--- config.mk ---
export PLATFORM = sky130hd
export DESIGN_NAME = fpu_cmp_issue
export DESIGN_NICKNAME = d
export VERILOG_FILES = /design/src/rtl/fpu_cmp_issue.sv
export SDC_FILE = /design/constraint.sdc
export NUM_CORES = 1
export LEC_CHECK = 0
export ABC_AREA = 1
export CORE_MARGIN = 2
export CORE_UTILIZATION = 35
export CTS_CLUSTER_DIAMETER = 200
export DETAILED_ROUTE_END_ITERATION = 6
export HOLD_SLACK_MARGIN = 0.03
export PLACE_DENSITY = 0.68
export SYNTH_ARGS = -nofsm -noshare
export SYNTH_HDL_FRONTEND = slang
export SYNTH_SLANG_ARGS = --single-unit
--- constraint.sdc ---
create_clock -name clock -period 3.8 [get_ports clock]
set_input_delay 0.38 -clock clock [delete_from_list [all_inputs] [get_ports clock]]
set_output_delay 0.38 -clock clock [all_outputs]
set_load 0.005 [all_outputs]
--- src/rtl/fpu_cmp_issue.sv ---
// Initiator for the FPU compare command interface: request handshake in, compare command out, held SR.T response back.
// Optional macro FPU_CMP_ISSUE_LTLE_EN enables LT/LE via operand-swapped GT/GE.
`ifndef UMEM_OK_READY
`define UMEM_OK_READY 2'b00
`endif
`ifndef UMEM_OK_OK
`define UMEM_OK_OK 2'b01
`endif
`ifndef UMEM_OK_HOLD
`define UMEM_OK_HOLD 2'b10
`endif
`ifndef UMEM_OK_FAULT
`define UMEM_OK_FAULT 2'b11
`endif
`ifndef JX2_UCIX_FPU_CMPNE
`define JX2_UCIX_FPU_CMPNE 6'h14
`endif
`ifndef JX2_UCIX_FPU_CMPEQ
`define JX2_UCIX_FPU_CMPEQ 6'h15
`endif
`ifndef JX2_UCIX_FPU_CMPGT
`define JX2_UCIX_FPU_CMPGT 6'h16
`endif
`ifndef JX2_UCIX_FPU_CMPGE
`define JX2_UCIX_FPU_CMPGE 6'h17
`endif

module fpu_cmp_issue #(
  parameter logic [7:0] CMD_OP  = 8'h00,
  parameter int         TIMEOUT = 16
) (
  input  logic        clock,
  input  logic        reset,
  input  logic        reqValid,
  output logic        reqReady,
  input  logic [2:0]  reqCond,
  input  logic [63:0] reqValRs,
  input  logic [63:0] reqValRt,
  output logic [7:0]  cmpOpCmd,
  output logic [7:0]  cmpIdIxt,
  output logic [63:0] cmpValRs,
  output logic [63:0] cmpValRt,
  input  logic [1:0]  cmpOK,
  input  logic        cmpSrT,
  output logic        resValid,
  input  logic        resReady,
  output logic        resSrT,
  output logic        resFault,
  output logic        busy
);

  localparam int CW = $clog2(TIMEOUT + 1);
  localparam logic [CW-1:0] HOLD_LIM = CW'(TIMEOUT - 1);

  typedef enum logic [1:0] {ST_IDLE, ST_ISSUE, ST_CAPT, ST_RESP} state_t;

  state_t        state_q, state_d;
  logic [CW-1:0] hold_cnt_q, hold_cnt_d;
  logic [7:0]    op_cmd_q, op_cmd_d;
  logic [7:0]    id_ixt_q, id_ixt_d;
  logic [63:0]   val_rs_q, val_rs_d;
  logic [63:0]   val_rt_q, val_rt_d;
  logic          req_ready_q, req_ready_d;
  logic          res_valid_q, res_valid_d;
  logic          res_srt_q, res_srt_d;
  logic          res_fault_q, res_fault_d;
  logic          busy_q, busy_d;
  logic [7:0]    enc_s;

  // Returns {legal, swap_operands, ucix[5:0]} for a condition code.
  function automatic logic [7:0] enc_cond(input logic [2:0] cond);
    case (cond)
      3'd0:    enc_cond = {1'b1, 1'b0, `JX2_UCIX_FPU_CMPEQ};
      3'd1:    enc_cond = {1'b1, 1'b0, `JX2_UCIX_FPU_CMPGT};
      3'd2:    enc_cond = {1'b1, 1'b0, `JX2_UCIX_FPU_CMPNE};
      3'd3:    enc_cond = {1'b1, 1'b0, `JX2_UCIX_FPU_CMPGE};
`ifdef FPU_CMP_ISSUE_LTLE_EN
      3'd4:    enc_cond = {1'b1, 1'b1, `JX2_UCIX_FPU_CMPGT};
      3'd5:    enc_cond = {1'b1, 1'b1, `JX2_UCIX_FPU_CMPGE};
`endif
      default: enc_cond = 8'h00;
    endcase
  endfunction

  assign enc_s = enc_cond(reqCond);

  // Next-state and next-output computation.
  always_comb begin
    state_d     = state_q;
    hold_cnt_d  = hold_cnt_q;
    op_cmd_d    = op_cmd_q;
    id_ixt_d    = id_ixt_q;
    val_rs_d    = val_rs_q;
    val_rt_d    = val_rt_q;
    res_valid_d = res_valid_q;
    res_srt_d   = res_srt_q;
    res_fault_d = res_fault_q;
    case (state_q)
      ST_IDLE: begin
        if (reqValid) begin
          hold_cnt_d = '0;
          if (enc_s[7]) begin
            state_d  = ST_ISSUE;
            op_cmd_d = CMD_OP;
            id_ixt_d = {2'b00, enc_s[5:0]};
            val_rs_d = enc_s[6] ? reqValRt : reqValRs;
            val_rt_d = enc_s[6] ? reqValRs : reqValRt;
          end else begin
            state_d     = ST_RESP;
            res_valid_d = 1'b1;
            res_srt_d   = 1'b0;
            res_fault_d = 1'b1;
          end
        end else begin
          state_d = ST_IDLE;
        end
      end
      ST_ISSUE: begin
        case (cmpOK)
          `UMEM_OK_HOLD: begin
            if (hold_cnt_q == HOLD_LIM) begin
              state_d     = ST_RESP;
              res_valid_d = 1'b1;
              res_srt_d   = 1'b0;
              res_fault_d = 1'b1;
              op_cmd_d    = 8'h00;
              id_ixt_d    = 8'h00;
              val_rs_d    = 64'h0;
              val_rt_d    = 64'h0;
            end else if (hold_cnt_q != {CW{1'b1}}) begin
              hold_cnt_d = hold_cnt_q + CW'(1);
            end else begin
              hold_cnt_d = hold_cnt_q;
            end
          end
          `UMEM_OK_FAULT: begin
            state_d     = ST_RESP;
            res_valid_d = 1'b1;
            res_srt_d   = 1'b0;
            res_fault_d = 1'b1;
            op_cmd_d    = 8'h00;
            id_ixt_d    = 8'h00;
            val_rs_d    = 64'h0;
            val_rt_d    = 64'h0;
          end
          default: state_d = ST_CAPT;
        endcase
      end
      // Command stays on the bus here: cmpSrT reflects the previous cycle's inputs.
      ST_CAPT: begin
        state_d     = ST_RESP;
        res_valid_d = 1'b1;
        res_srt_d   = cmpSrT;
        res_fault_d = 1'b0;
        op_cmd_d    = 8'h00;
        id_ixt_d    = 8'h00;
        val_rs_d    = 64'h0;
        val_rt_d    = 64'h0;
      end
      ST_RESP: begin
        if (resReady) begin
          state_d     = ST_IDLE;
          res_valid_d = 1'b0;
          res_srt_d   = 1'b0;
          res_fault_d = 1'b0;
        end else begin
          state_d = ST_RESP;
        end
      end
      default: begin
        state_d     = ST_IDLE;
        hold_cnt_d  = '0;
        op_cmd_d    = 8'h00;
        id_ixt_d    = 8'h00;
        val_rs_d    = 64'h0;
        val_rt_d    = 64'h0;
        res_valid_d = 1'b0;
        res_srt_d   = 1'b0;
        res_fault_d = 1'b0;
      end
    endcase
    req_ready_d = (state_d == ST_IDLE);
    busy_d      = (state_d != ST_IDLE);
  end

  // State and registered outputs.
  always_ff @(posedge clock or negedge reset) begin
    if (!reset) begin
      state_q     <= ST_IDLE;
      hold_cnt_q  <= '0;
      op_cmd_q    <= 8'h00;
      id_ixt_q    <= 8'h00;
      val_rs_q    <= 64'h0;
      val_rt_q    <= 64'h0;
      req_ready_q <= 1'b1;
      res_valid_q <= 1'b0;
      res_srt_q   <= 1'b0;
      res_fault_q <= 1'b0;
      busy_q      <= 1'b0;
    end else begin
      state_q     <= state_d;
      hold_cnt_q  <= hold_cnt_d;
      op_cmd_q    <= op_cmd_d;
      id_ixt_q    <= id_ixt_d;
      val_rs_q    <= val_rs_d;
      val_rt_q    <= val_rt_d;
      req_ready_q <= req_ready_d;
      res_valid_q <= res_valid_d;
      res_srt_q   <= res_srt_d;
      res_fault_q <= res_fault_d;
      busy_q      <= busy_d;
    end
  end

  assign reqReady = req_ready_q;
  assign cmpOpCmd = op_cmd_q;
  assign cmpIdIxt = id_ixt_q;
  assign cmpValRs = val_rs_q;
  assign cmpValRt = val_rt_q;
  assign resValid = res_valid_q;
  assign resSrT   = res_srt_q;
  assign resFault = res_fault_q;
  assign busy     = busy_q;

endmodule

==> impl_metrics.json <==
{
  "grt_pass1_wl_um": 30000,
  "maxSlewViolCount": 0,
  "placed_area_um2": 9740,
  "drv_cap": 0,
  "required_ns": 4.10,
  "hp-class": "in -> async",
  "synth_most_common_cell": "nand2_1",
  "netlist_instances": 951,
  "tritoncts": "built",
  "setup_violations": 0,
  "status": "complete, no violations",
  "crit_path_max_incr_delay_ns": 0.59,
  "path_common_cell": "nand2_1",
  "syn_to_final_growth_pct": 50.9,
  "clock_skew_ns": 0.00888,
  "grt_pass1_vias": 5994,
  "detail_route.first_pass.iterations": 6,
  "grt_usage": 0.183,
  "chipWidth_um": 144,
  "critPathCaptureType": "flop",
  "ys_async_sr_fraction": 1.00,
  "p_per_area_nw_per_um2": 800,
  "critPathKind": "reg -> reg",
  "clockBufferDepth": 2,
  "cts_buffers": 17,
  "period_share": 0.707,
  "antenna_cells_inserted": 0,
  "ys.flop_type": "dfrtp_1",
  "grt_max_degree": 92,
  "max_freq_ghz": 0.372,
  "start_kind": "flop",
  "max_slew_margin": 0.435,
  "path_buf_inv": 2,
  "synth_area_per_cell_um2": 7.21,
  "cts.sinks": 143,
  "drive_above_1_share": 0.0402,
  "hold_viol": 0,
  "finalSetupTns_ns": 0,
  "finalWeightedCongestion": 0.833,
  "portBuffers": 274,
  "critPathMaxFanout": 69,
  "drt_first_iter_violations": 318,
  "cp_slowest_cell": "nand3_4",
  "nFillCells": 1909,
  "htreeDepth": 4,
  "yosys-top-cells-count": "433 x nand2_1, 145 x inv_1, 142 x dfrtp_1, 137 x nor2_1, 32 x buf_4",
  "path_cells": "ha_1, nand2_1, nor2_1, ha_1, inv_1, nand2_1, nand2_1, nand2_1, nand3_4, buf_12, nand2_1, nand2_1",
  "insertion_delay_ns": 0.42,
  "via_per_inst": 4.23,
  "clk_pin_slew_ns": 0.06,
  "start_util": 0.355,
  "leakage_nw": 5.61,
  "layout.nets": 1352,
  "cts_setup_buffers": 0,
  "core_um2": 19300,
  "cts-root-buf": "clkbuf_16",
  "finalInstanceArea_um2": 10300,
  "yosysTopAreaCellShare": 0.518,
  "postRouteAntennaNets": 0,
  "drt-total-wl_um": 18900,
  "overflow": 0,
  "via_count": 6275,
  "die_h_um": 144,
  "synth-edff-count": 0,
  "rsz0062_at_grt": "no",
  "cts.repair.resized": 0,
  "antenna_found_initial": 0,
  "synth.area.top_cells": "dfrtp_1 52%, nand2_1 24%, inv_1 7.9%, nor2_1 7.5%, buf_4 3.5%",
  "synth-seq-cells": 143,
  "critPathArrivalTime_ns": 2.98,
  "yosysSeqAreaShare": 0.522,
  "netlist_area_um2": 6860,
  "drcViolationCount": 0,
  "wl_per_cell_um": 12.8,
  "fp-row-count": 51,
  "yosysUniqueCellTypes": 18,
  "irDropWorstVdd_v": 0.000611,
  "yosysWarnings": 0,
  "synth_top_cell_by_area": "dfrtp_1",
  "worst_pin_slew_ns": 0.847,
  "cpLargestDelayFamily": "simple AND/OR/NAND/NOR gates",
  "ctsHoldBuffers": 0,
  "io_pins": 287,
  "finalCriticalPeriod_ns": 2.69,
  "dp.final_hpwl_um": 12900,
  "dieArea_um2": 20700
}
cell usage in the layout, fill, tap and decap left out:
cell type | Yosys | layout
o21ai_0 | 7 | 7
nand3_4 | 0 | 1
clkbuf_8 | 0 | 2
a21oi_1 | 4 | 4
buf_12 | 0 | 2
clkinvlp_4 | 0 | 2
ha_1 | 9 | 8
nand3_1 | 8 | 7
inv_8 | 0 | 1
nand4_1 | 1 | 1
dfstp_2 | 1 | 1
nor2_4 | 0 | 1
inv_6 | 0 | 4
clkbuf_16 | 0 | 17
nor2_2 | 2 | 1
buf_4 | 32 | 5
conb_1 | 1 | 12
inv_2 | 1 | 1
nand2_1 | 433 | 433
inv_1 | 145 | 145
or2_2 | 3 | 3
clkinv_2 | 0 | 1
bufinv_16 | 0 | 2
nor2_1 | 137 | 137
clkdlybuf4s50_1 | 0 | 273
ha_4 | 0 | 1
clkinv_4 | 0 | 3
dfrtp_1 | 142 | 142
buf_6 | 0 | 1
worst reg2reg max path, delay by kind of cell (launching register included):
family | cells | cell delay [ns]
adders and majority gates | 2 | 0.39
buffers and inverters | 2 | 0.52
DFF | 1 | 0.40
and+or+nand+nor | 8 | 1.26
through the flow:
stage          instances  worst slack [ns]  utilization  hold WS, ns  total power, mW
3_5_place_dp        1451              1.12        0.504        0.464             6.66
5_1_grt             1483             0.803        0.535        0.106             8.99
3_3_place_gp        1451              1.22        0.504        0.461             6.58
2_1_floorplan        962              2.02            -       0.0844             4.78
4_1_cts             1483              1.08        0.535       0.0695             8.42
6_report            1483              1.11        0.535       0.0407             8.28
flip-flops by register name, summed over array words and instances, names as in the netlist:
signal      count
busy            1
cmpIdIxt        3
cmpValRs       64
cmpValRt       64
hold_cnt_q      5
reqReady        1
resFault        1
resSrT          1
resValid        1
state_q         2
path summary, 6_finish.rpt:
path / slack, ns / endpoint / startpoint / cells past startpoint
min reg2reg: 0.48 / cmpValRt[35] / cmpValRt[35] / 2
max in group asynchronous: 2.82 / reqReady / reset / 2
min in group clock: 0.48 / cmpValRt[35] / cmpValRt[35] / 2
min: 0.04 / cmpValRt[55] / reset / 1
max: 1.11 / cmpValRs[57] / hold_cnt_q[0] / 12
max reg2reg: 1.11 / cmpValRs[57] / hold_cnt_q[0] / 12
logic make-up (layout without fill, tap and decap cells):
kind of cell,after synthesis,count (layout),share of synthesized area
buffers and inverters,203,459,0.130
AO/OA/AOI/OAI,11,11,0.00803
adder cells (fa/ha/maj),9,9,0.0164
flip-flops,143,143,0.522
AND/OR/NAND/NOR,584,584,0.323
other,1,12,0.000547
area by class of cell:
class / count / area [um2] / share of cell area
Sequential cell: 143 / 3580 / 0.346
Inverter: 146 / 548 / 0.0530
Clock buffer: 19 / 453 / 0.0438
Multi-Input combinational cell: 616 / 2460 / 0.238
Clock inverter: 13 / 153 / 0.0148
Timing Repair Buffer: 281 / 2820 / 0.273
Tap cell: 265 / 332 / 0.0320
power by group:
| part | switching [mW] | leakage [nW] | internal (mW) |
|---|---|---|---|
| Combinational | 2.25 | 3.47 | 1.85 |
| Sequential | 0.332 | 1.85 | 2.15 |
| Clock | 0.686 | 0.293 | 1.02 |
routing by layer:
metal | vias up | wire length [um] | GRT usage
met5 | - | 0 | 0
met4 | 0 | 567 | 0.0733
met3 | 32 | 1490 | 0.0533
met2 | 211 | 8730 | 0.296
met1 | 2832 | 8150 | 0.231
li1 | 3200 | - | -
Power figures use the tool's default switching activity.
